File: src/rtl/std_reg_write_arbiter.sv
// std_reg_write_arbiter
// Arbitrates write access to one shared single-cycle register among
// NUM_REQ clients that each use a go/done handshake.
//
// Flow: IDLE picks a winner and latches its data. ISSUE pulses write_en.
// WAIT holds until the register reports done. DONE returns a one-cycle
// done pulse to the winner.
//
// Build option:
//   STD_REG_ARB_ROUND_ROBIN_EN defined   -> round-robin arbitration.
//   STD_REG_ARB_ROUND_ROBIN_EN undefined -> fixed priority (lowest index wins).
module std_reg_write_arbiter #(
    parameter  int WIDTH   = 32,
    parameter  int NUM_REQ = 4,
    localparam int IDX_W   = $clog2(NUM_REQ)
) (
    input  logic                     clk,
    input  logic                     reset,
    input  logic [NUM_REQ-1:0]       req_go,
    input  logic [NUM_REQ*WIDTH-1:0] req_in,
    output logic [NUM_REQ-1:0]       req_done,
    output logic [WIDTH-1:0]         reg_in,
    output logic                     reg_write_en,
    input  logic                     reg_done,
    output logic [IDX_W-1:0]         grant_idx,
    output logic                     busy
);

    typedef enum logic [1:0] {
        ST_IDLE  = 2'd0,
        ST_ISSUE = 2'd1,
        ST_WAIT  = 2'd2,
        ST_DONE  = 2'd3
    } state_e;

    state_e           state_q, state_d;
    logic [WIDTH-1:0] data_q,  data_d;
    logic [IDX_W-1:0] grant_q, grant_d;
    logic [IDX_W-1:0] last_q,  last_d;

    logic [IDX_W-1:0] winner;
    logic             any_req;
    logic [WIDTH-1:0] req_data [NUM_REQ];

    assign any_req = |req_go;

    // Unpack the flat client data bus into one word per client
    always_comb begin
        for (int i = 0; i < NUM_REQ; i++) begin
            req_data[i] = req_in[i*WIDTH +: WIDTH];
        end
    end

`ifdef STD_REG_ARB_ROUND_ROBIN_EN
    logic [IDX_W-1:0] cand;
    logic             found;

    // Round-robin: search upward from the client after the last winner,
    // wrapping back to index 0 after NUM_REQ-1.
    always_comb begin
        winner = '0;
        found  = 1'b0;
        cand   = '0;
        for (int k = 1; k <= NUM_REQ; k++) begin
            cand = IDX_W'((int'(last_q) + k) % NUM_REQ);
            if (!found && req_go[cand]) begin
                winner = cand;
                found  = 1'b1;
            end
        end
    end
`else
    // Fixed priority: the lowest requesting index wins
    always_comb begin
        winner = '0;
        for (int i = NUM_REQ - 1; i >= 0; i--) begin
            if (req_go[i]) begin
                winner = IDX_W'(i);
            end
        end
    end
`endif

    // Next-state, datapath updates and state-decoded outputs
    always_comb begin
        state_d      = state_q;
        data_d       = data_q;
        grant_d      = grant_q;
        last_d       = last_q;
        req_done     = '0;
        reg_write_en = 1'b0;
        busy         = 1'b1;

        case (state_q)
            ST_IDLE: begin
                busy = 1'b0;
                if (any_req) begin
                    grant_d = winner;
                    data_d  = req_data[winner];
                    state_d = ST_ISSUE;
                end
            end
            ST_ISSUE: begin
                reg_write_en = 1'b1;
                state_d      = ST_WAIT;
            end
            ST_WAIT: begin
                if (reg_done) begin
                    state_d = ST_DONE;
                end
            end
            ST_DONE: begin
                req_done[grant_q] = 1'b1;
                last_d            = grant_q;
                state_d           = ST_IDLE;
            end
            default: begin
                state_d = ST_IDLE;
            end
        endcase
    end

    assign reg_in    = data_q;
    assign grant_idx = grant_q;

    // State and datapath registers with synchronous reset
    always_ff @(posedge clk) begin
        if (reset) begin
            state_q <= ST_IDLE;
            data_q  <= '0;
            grant_q <= '0;
            last_q  <= IDX_W'(NUM_REQ - 1);
        end else begin
            state_q <= state_d;
            data_q  <= data_d;
            grant_q <= grant_d;
            last_q  <= last_d;
        end
    end

    // Handshake invariants: write_en is a single-cycle pulse and at most one client sees done
    a_write_en_single : assert property (@(posedge clk) disable iff (reset)
        reg_write_en |=> !reg_write_en);
    a_done_onehot : assert property (@(posedge clk) disable iff (reset)
        $onehot0(req_done));

endmodule

File: config.mk
export PLATFORM = sky130hd
export DESIGN_NAME = std_reg_write_arbiter
export DESIGN_NICKNAME = d
export VERILOG_FILES = /design/src/rtl/std_reg_write_arbiter.sv
export SDC_FILE = /design/constraint.sdc
export NUM_CORES = 1
export LEC_CHECK = 0
export BUFFER_PORTS_ARGS = -buffer_cell sky130_fd_sc_hd__buf_4
export CORE_MARGIN = 2
export CORE_UTILIZATION = 35
export CTS_BUF_LIST = sky130_fd_sc_hd__clkbuf_8
export CTS_CLUSTER_DIAMETER = 120
export DETAILED_ROUTE_END_ITERATION = 12
export PLACE_DENSITY = 0.8
export SETUP_SLACK_MARGIN = 0.3
export SYNTH_ARGS = -nofsm -noshare
export SYNTH_HDL_FRONTEND = slang
export SYNTH_SLANG_ARGS = --single-unit
File: constraint.sdc
create_clock -name clk -period 1.69 [get_ports clk]
set_input_delay 0.338 -clock clk [delete_from_list [all_inputs] [get_ports clk]]
set_output_delay 0.338 -clock clk [all_outputs]
set_load 0.005 [all_outputs]
==> summary.md, run 1 <==
| Metric | Value |
|---|---|
| Max-cap violation count | `0` |
| Worst voltage drop across the vdd grid | `0.000529 V` |
| Type of the most critical hold path | `in -> reg` |
| Synthesized netlist net count | `362` |
| Transition time at the pin with the least slew margin | `0.592 ns` |
| Post-CTS Hold Buffers | `0` |
| Fillers | `504` |
| Synthesized flop and latch total | `36` |
| Post-synthesis cell type with the largest combined area | `dfxtp_1` |
| Top achievable clock speed | `649 MHz` |
| Skew-Pair Late Insertion Delay | `0.29 ns` |
| Initial core utilization | `36.4%` |
| Req. time, crit path | `1.35 ns` |
| Outcome | `finished, final reports clean` |
| Post-synthesis instance area | `2020 µm²` |
| Most used standard cell by instance count after synthesis | `dfxtp_1` |
| CTS sink cnt | `36` |
| GR met2 Demand/Resource | `45.3%` |
| Final weighted congestion in routability-driven placement | `0.803` |
| Antenna cell count | `0` |
| # setup viols final | `0` |
| Antenna violations before repair | `0` |
| CTS Root Cell | `clkbuf_8` |
| GR Overflow Total | `0` |
| Number of nets with antenna violations after routing | `0` |
| Post-synth top area share | `35.8%` |
| Worst Path Class, Setup | `reg -> out` |
| Total die area | `6380 µm²` |
| Critical-path maximum fanout | `3` |
| Portion of the post-synthesis area used by sequential elements | `35.8%` |
| H-tree Lvls | `2` |
| Floorplan core area | `5540 µm²` |
| Global routing met3 resource utilization | `6.56%` |
| Number of placement rows | `27` |
| Clk pin slew, worst setup/hold paths | `0.07 ns` |
| Y dimension of the die | `79.9 µm` |
| Worst-case headroom to the max-slew limit | `60.2%` |
| Largest net degree at the start of global routing | `19` |
| Maximum clock path buffer count | `2` |
| Static leakage | `1.68 nW` |
| Inserted Clock Buffers | `5` |
| Synth unique cells | `25` |
| Async SR Flop Fraction | `0%` |
| Placed wire-length estimate | `6010 µm` |
| Worst Reg-to-Reg Cells | `7` |
| Syn Inst Count | `222` |
| Drt drc | `0` |
| Post-Place Setup Slack | `-0.283 ns` |
| Number of max-slew violations in the final report | `0` |
| Vias per std cell | `5.52` |
| Initial DRT Pass Iterations | `4` |
| Net count of the finished layout | `548` |
| Synthesized area per cell | `9.08 µm²` |
| Number of flops mapped to enable cells by yosys | `0` |
| Met1 layer usage reported by global route | `25.6%` |
| Detailed-route wire length | `8240 µm` |
| Via count of the first global-routing pass | `2520` |
| Unrepaired setup endpoints after global routing | `true` |
| Average routed wire per standard cell | `17.1 µm` |
| Most frequently used flop master after synthesis | `dfxtp_1` |
| Dominant cells by area after synthesis | `dfxtp_1 (36%), a32o_1 (16%), o22a_1 (14%)` |
| Share of the cycle needed by the critical path after routing | `91.2%` |
| Critical Path End Type | `output port` |
| X dimension of the die | `79.9 µm` |
| CP arrival | `1.20 ns` |
| Minimum setup slack in the final design | `0.149 ns` |
| CTS tree | `done` |
| Layout cells sized above 1 | `56.0%` |
| Power per Cell Area | `1080 nW/µm²` |
| Wire length of the first global-routing pass | `12000 µm` |
| Footprint of the multi-input gates | `1250 µm²` |
| Synth cell count leaders | `dfxtp_1 (36), nand2_1 (33), a32o_1 (32), o22a_1 (32), o22ai_1 (32)` |
| Total power consumption of the routed design | `0.00403 W` |
| Kind of launch point of the worst setup path | `flop` |
| Hold-critical path depth | `3` |
| Global route hottest layer | `met2` |
| Hold violation total from the final report | `0` |
| Gr usage total | `24.1%` |
| Number of vias in the routed layout | `2657` |
| Port bufs | `174` |
| Initial detailed-routing violation count | `81` |
| Yosys synthesis warning count | `0` |
| Area delta synth->final | `85.2%` |
| Combined flip-flop and latch cell area | `723 µm²` |
| Final worst clock skew | `0.00549 ns` |
| Count of pins on the block boundary | `175` |
| Final min period | `1.54 ns` |
per-layer routing:
layer	up-vias	routed length (µm)
met3	19	707
met2	116	4310
met4	0	197
met1	1256	3020
met5	-	0
li1	1266	-
state kept, by name, summed over array words and instances, names as in the netlist:
signal,count
grant_idx,2
reg_in,32
state_q,2
path summary, 6_finish.rpt:
path / start / endpoint / slack, ns
min: req_in[27] / reg_in[27] / 0.41
max reg2reg: state_q[0] / reg_in[7] / 0.22
min reg2reg: reg_in[20] / reg_in[20] / 0.47
max: state_q[0] / req_done[3] / 0.15
worst max-delay path, stage by stage, from the launching register on:
cell and delay [ns]:
dfxtp_2 0.35, buf_6 0.12, ha_4 0.16, nand2_4 0.06, nor2_2 0.12, buf_4 0.12
cell families after synthesis:
group | Yosys count | share of synthesized area [%]
fa+ha+maj | 5 | 3.10
compound gates | 104 | 42.6
flops | 36 | 35.8
mux | 1 | 0.497
buf+inv | 28 | 6.83
simple gates | 48 | 11.2
cells in the final DEF, fill, tap and decap left out:
cell type,Yosys,layout
a211oi_1,1,1
a21oi_2,0,1
a221oi_1,2,2
a32o_1,32,32
and3_4,0,2
buf_12,0,2
buf_4,3,191
buf_6,0,6
clkbuf_8,0,6
clkinvlp_4,0,2
dfxtp_1,36,34
dfxtp_2,0,2
ha_1,5,2
ha_2,0,1
ha_4,0,2
inv_1,7,5
inv_2,0,2
mux2i_1,1,1
nand2_1,33,32
nand2_4,0,1
nand2b_1,2,2
nor2_1,5,2
nor2_2,1,4
nor2b_4,0,1
nor3_2,2,2
nor3_4,0,2
nor4_4,1,1
o21ai_0,2,2
o21ba_4,0,1
o21bai_1,1,1
o22a_1,32,32
o22ai_1,32,32
report_power, final:
part / leakage, nW / switching (W) / internal [W]
clock network: 0.0486 / 0.000300 / 0.000325
logic: 1.33 / 0.000834 / 0.00122
registers: 0.299 / 0.000190 / 0.00117
through the flow:
step,cell area [µm²],TNS (ns),utilization (%),hold WS [ns],cells
final,3730,0,67.4,0.408,481
after global routing,3730,0,67.4,0.410,481
after detailed placement,3490,-8.50,63.0,0.455,466
after floorplan,2030,0,-,0.410,222
after global placement,3490,-6.51,63.0,0.448,466
after CTS,3720,0,67.1,0.404,481
cell type report:
type,count,area share (%)
Clock inverter,2,0.302
Multi-Input combinational cell,159,33.6
Inverter,7,0.804
Sequential cell,36,19.4
Tap cell,72,2.41
Timing Repair Buffer,199,41.3
Clock buffer,6,2.21
repair_timing:
item | in CTS | in global routing
pin swaps | 7 | 7
resized for setup | 21 | 5
buffers inserted | 6 | 0
cloned | 1 | 0
endpoints found under the setup margin | 40 | 40
No activity file was read; power rests on OpenSTA's default activity.
==> inputs of run 2 (changes only) <==
==> constraint.sdc (replaced) <==
create_clock -name clk -period 1.9 [get_ports clk]
set_input_delay 0.38 -clock clk [delete_from_list [all_inputs] [get_ports clk]]
set_output_delay 0.38 -clock clk [all_outputs]
set_load 0.005 [all_outputs]
==> summary.md, run 2 (synthesis results as in run 1) <==
| Metric | Value |
|---|---|
| Critical Path End Type | `output port` |
| CTS Root Cell | `clkbuf_8` |
| Top achievable clock speed | `638 MHz` |
| Number of max-slew violations in the final report | `0 (unchanged)` |
| Skew-Pair Late Insertion Delay | `0.29 ns (about the same)` |
| Post-CTS Hold Buffers | `0 (unchanged)` |
| Clk pin slew, worst setup/hold paths | `0.07 ns (about the same)` |
| Minimum setup slack in the final design | `0.332 ns (+0.182 ns)` |
| Average routed wire per standard cell | `16.7 µm (-2.7%)` |
| Floorplan core area | `5540 µm² (unchanged)` |
| Inserted Clock Buffers | `5 (unchanged)` |
| Gr usage total | `23.6% (-0.55 points)` |
| Number of nets with antenna violations after routing | `0 (unchanged)` |
| Y dimension of the die | `79.9 µm (unchanged)` |
| Net count of the finished layout | `540 (-1.5%)` |
| Global route hottest layer | `met2` |
| Max-cap violation count | `0 (unchanged)` |
| Most common cell after layout, fill and taps aside | `buf_4` |
| CTS tree | `done` |
| X dimension of the die | `79.9 µm (unchanged)` |
| Final weighted congestion in routability-driven placement | `0.743 (-7.4%)` |
| Worst-case headroom to the max-slew limit | `48.0% (-12 points)` |
| GR Overflow Total | `0 (unchanged)` |
| Worst Path Class, Setup | `reg -> out` |
| Crit path buffers/inverters | `2 (unchanged)` |
| Hold violation total from the final report | `0 (unchanged)` |
| Crit-path cells | `buf_6 > ha_4 > and3_4 > buf_4` |
| Maximum clock path buffer count | `2 (unchanged)` |
| Met1 layer usage reported by global route | `24.0% (-1.5 points)` |
| Outcome | `finished, final reports clean` |
| Crit-path slowest cell | `dfxtp_2` |
| Initial detailed-routing violation count | `109 (+35%)` |
| Non-Filler Instances | `473 (-1.7%)` |
| Vias per std cell | `5.48 (-0.76%)` |
| Placed wire-length estimate | `5900 µm (-1.8%)` |
| Number of vias in the routed layout | `2593 (-2.4%)` |
| Drt drc | `0 (unchanged)` |
| CP arrival | `1.19 ns (about the same)` |
| Post-Place Setup Slack | `-0.0821 ns (+0.201 ns)` |
| Power per Cell Area | `947 nW/µm² (-12%)` |
| Number of placement rows | `27 (unchanged)` |
| # setup viols final | `0 (unchanged)` |
| Critical-path maximum fanout | `3 (unchanged)` |
| Type of the most critical hold path | `in -> reg` |
| Total die area | `6380 µm² (unchanged)` |
| Port bufs | `174 (unchanged)` |
| Count of pins on the block boundary | `175 (unchanged)` |
| Req. time, crit path | `1.52 ns (+0.17 ns)` |
| Worst voltage drop across the vdd grid | `0.000677 V (+28%)` |
| Final min period | `1.57 ns` |
| Kind of cell adding the most delay to the critical path | `flip-flops` |
| Wire length of the first global-routing pass | `11800 µm (-2.1%)` |
| Initial DRT Pass Iterations | `4 (unchanged)` |
| Detailed-route wire length | `7890 µm (-4.3%)` |
| GR met2 Demand/Resource | `45.8% (+0.58 points)` |
| Number of flip-flops in the largest register | `32 (unchanged)` |
| Initial core utilization | `36.4% (unchanged)` |
| Minimum hold slack | `0.351 ns (-0.0566 ns)` |
| Slowest cell delay on critical path | `0.33 ns (-0.02 ns)` |
| Via count of the first global-routing pass | `2540 (+0.79%)` |
| Setup TNS | `0 ns (unchanged)` |
| Antenna violations before repair | `0 (unchanged)` |
| Cell Count Post-Placement | `462 (-0.86%)` |
| Global routing met3 resource utilization | `5.77% (-0.79 points)` |
| Static leakage | `1.63 nW (-2.7%)` |
| Antenna cell count | `0 (unchanged)` |
| Largest net degree at the start of global routing | `33 (+14)` |
| Transition time at the pin with the least slew margin | `0.779 ns (+0.187 ns)` |
| Unrepaired setup endpoints after global routing | `true` |
| CTS sink cnt | `36 (unchanged)` |
| H-tree Lvls | `2 (unchanged)` |
| Post-route core utilization | `65.8% (-1.6 points)` |
| Area delta synth->final | `80.9%` |
| Most used cells in the layout excluding fill and tap cells | `buf_4 (185), dfxtp_1 (34)` |
| Share of the cycle needed by the critical path after routing | `82.5%` |
| Kind of launch point of the worst setup path | `flop` |
| Final worst clock skew | `0.00711 ns (+0.00162 ns)` |
| Layout cells sized above 1 | `53.4% (-2.6 points)` |
==> run 2: worst paths after layout <==
| kind | start | end | slack (ns) | depth (start not counted) |
|---|---|---|---|---|
| worst max register to register | state_q[0] | state_q[1] | 0.44 | 7 |
| worst max-delay path | state_q[0] | req_done[0] | 0.33 | 4 |
| worst min-delay path | reset | state_q[1] | 0.35 | 2 |
| worst min register to register | reg_in[12] | reg_in[12] | 0.47 | 1 |
==> run 2: power by group <==
group / internal, W / switching [W] / leakage, nW
clock: 0.000289 / 0.000276 / 0.0486
sequential: 0.00104 / 0.000162 / 0.299
combinational: 0.00100 / 0.000687 / 1.28
total: 0.00233 / 0.00113 / 1.63
==> run 2: cell type report <==
class,count,area [µm²]
timing repair buffer,191,1480
fill,482,1890
tap,72,90.1
multi-input combinational,159,1230
clock inverter,2,11.3
inverter,7,28.8
sequential,36,723
clock buffer,6,82.6
==> run 2: metrics by stage <==
step / instance area (µm²) / total power [W]
finish: 3650 / 0.00345
global route: 3650 / 0.00367
CTS: 3590 / 0.00341
detailed placement: 3430 / 0.00274
global placement: 3430 / 0.00269
floorplan: 2020 / 0.00183
==> run 2: per-layer routing <==
| layer | wire [µm] | vias up |
|---|---|---|
| met1 | 2790 | 1210 |
| met2 | 4380 | 118 |
| met4 | 133 | 0 |
| met3 | 589 | 15 |
| li1 | - | 1250 |
| met5 | 0 | - |
==> run 2: repair_timing <==
item,4_1_cts,5_1_grt
pin swaps,1,4
gates cloned,1,0
resized for setup,9,8
setup buffers,1,1
setup endpoints to repair,37,20
hold endpoints to repair,0,0
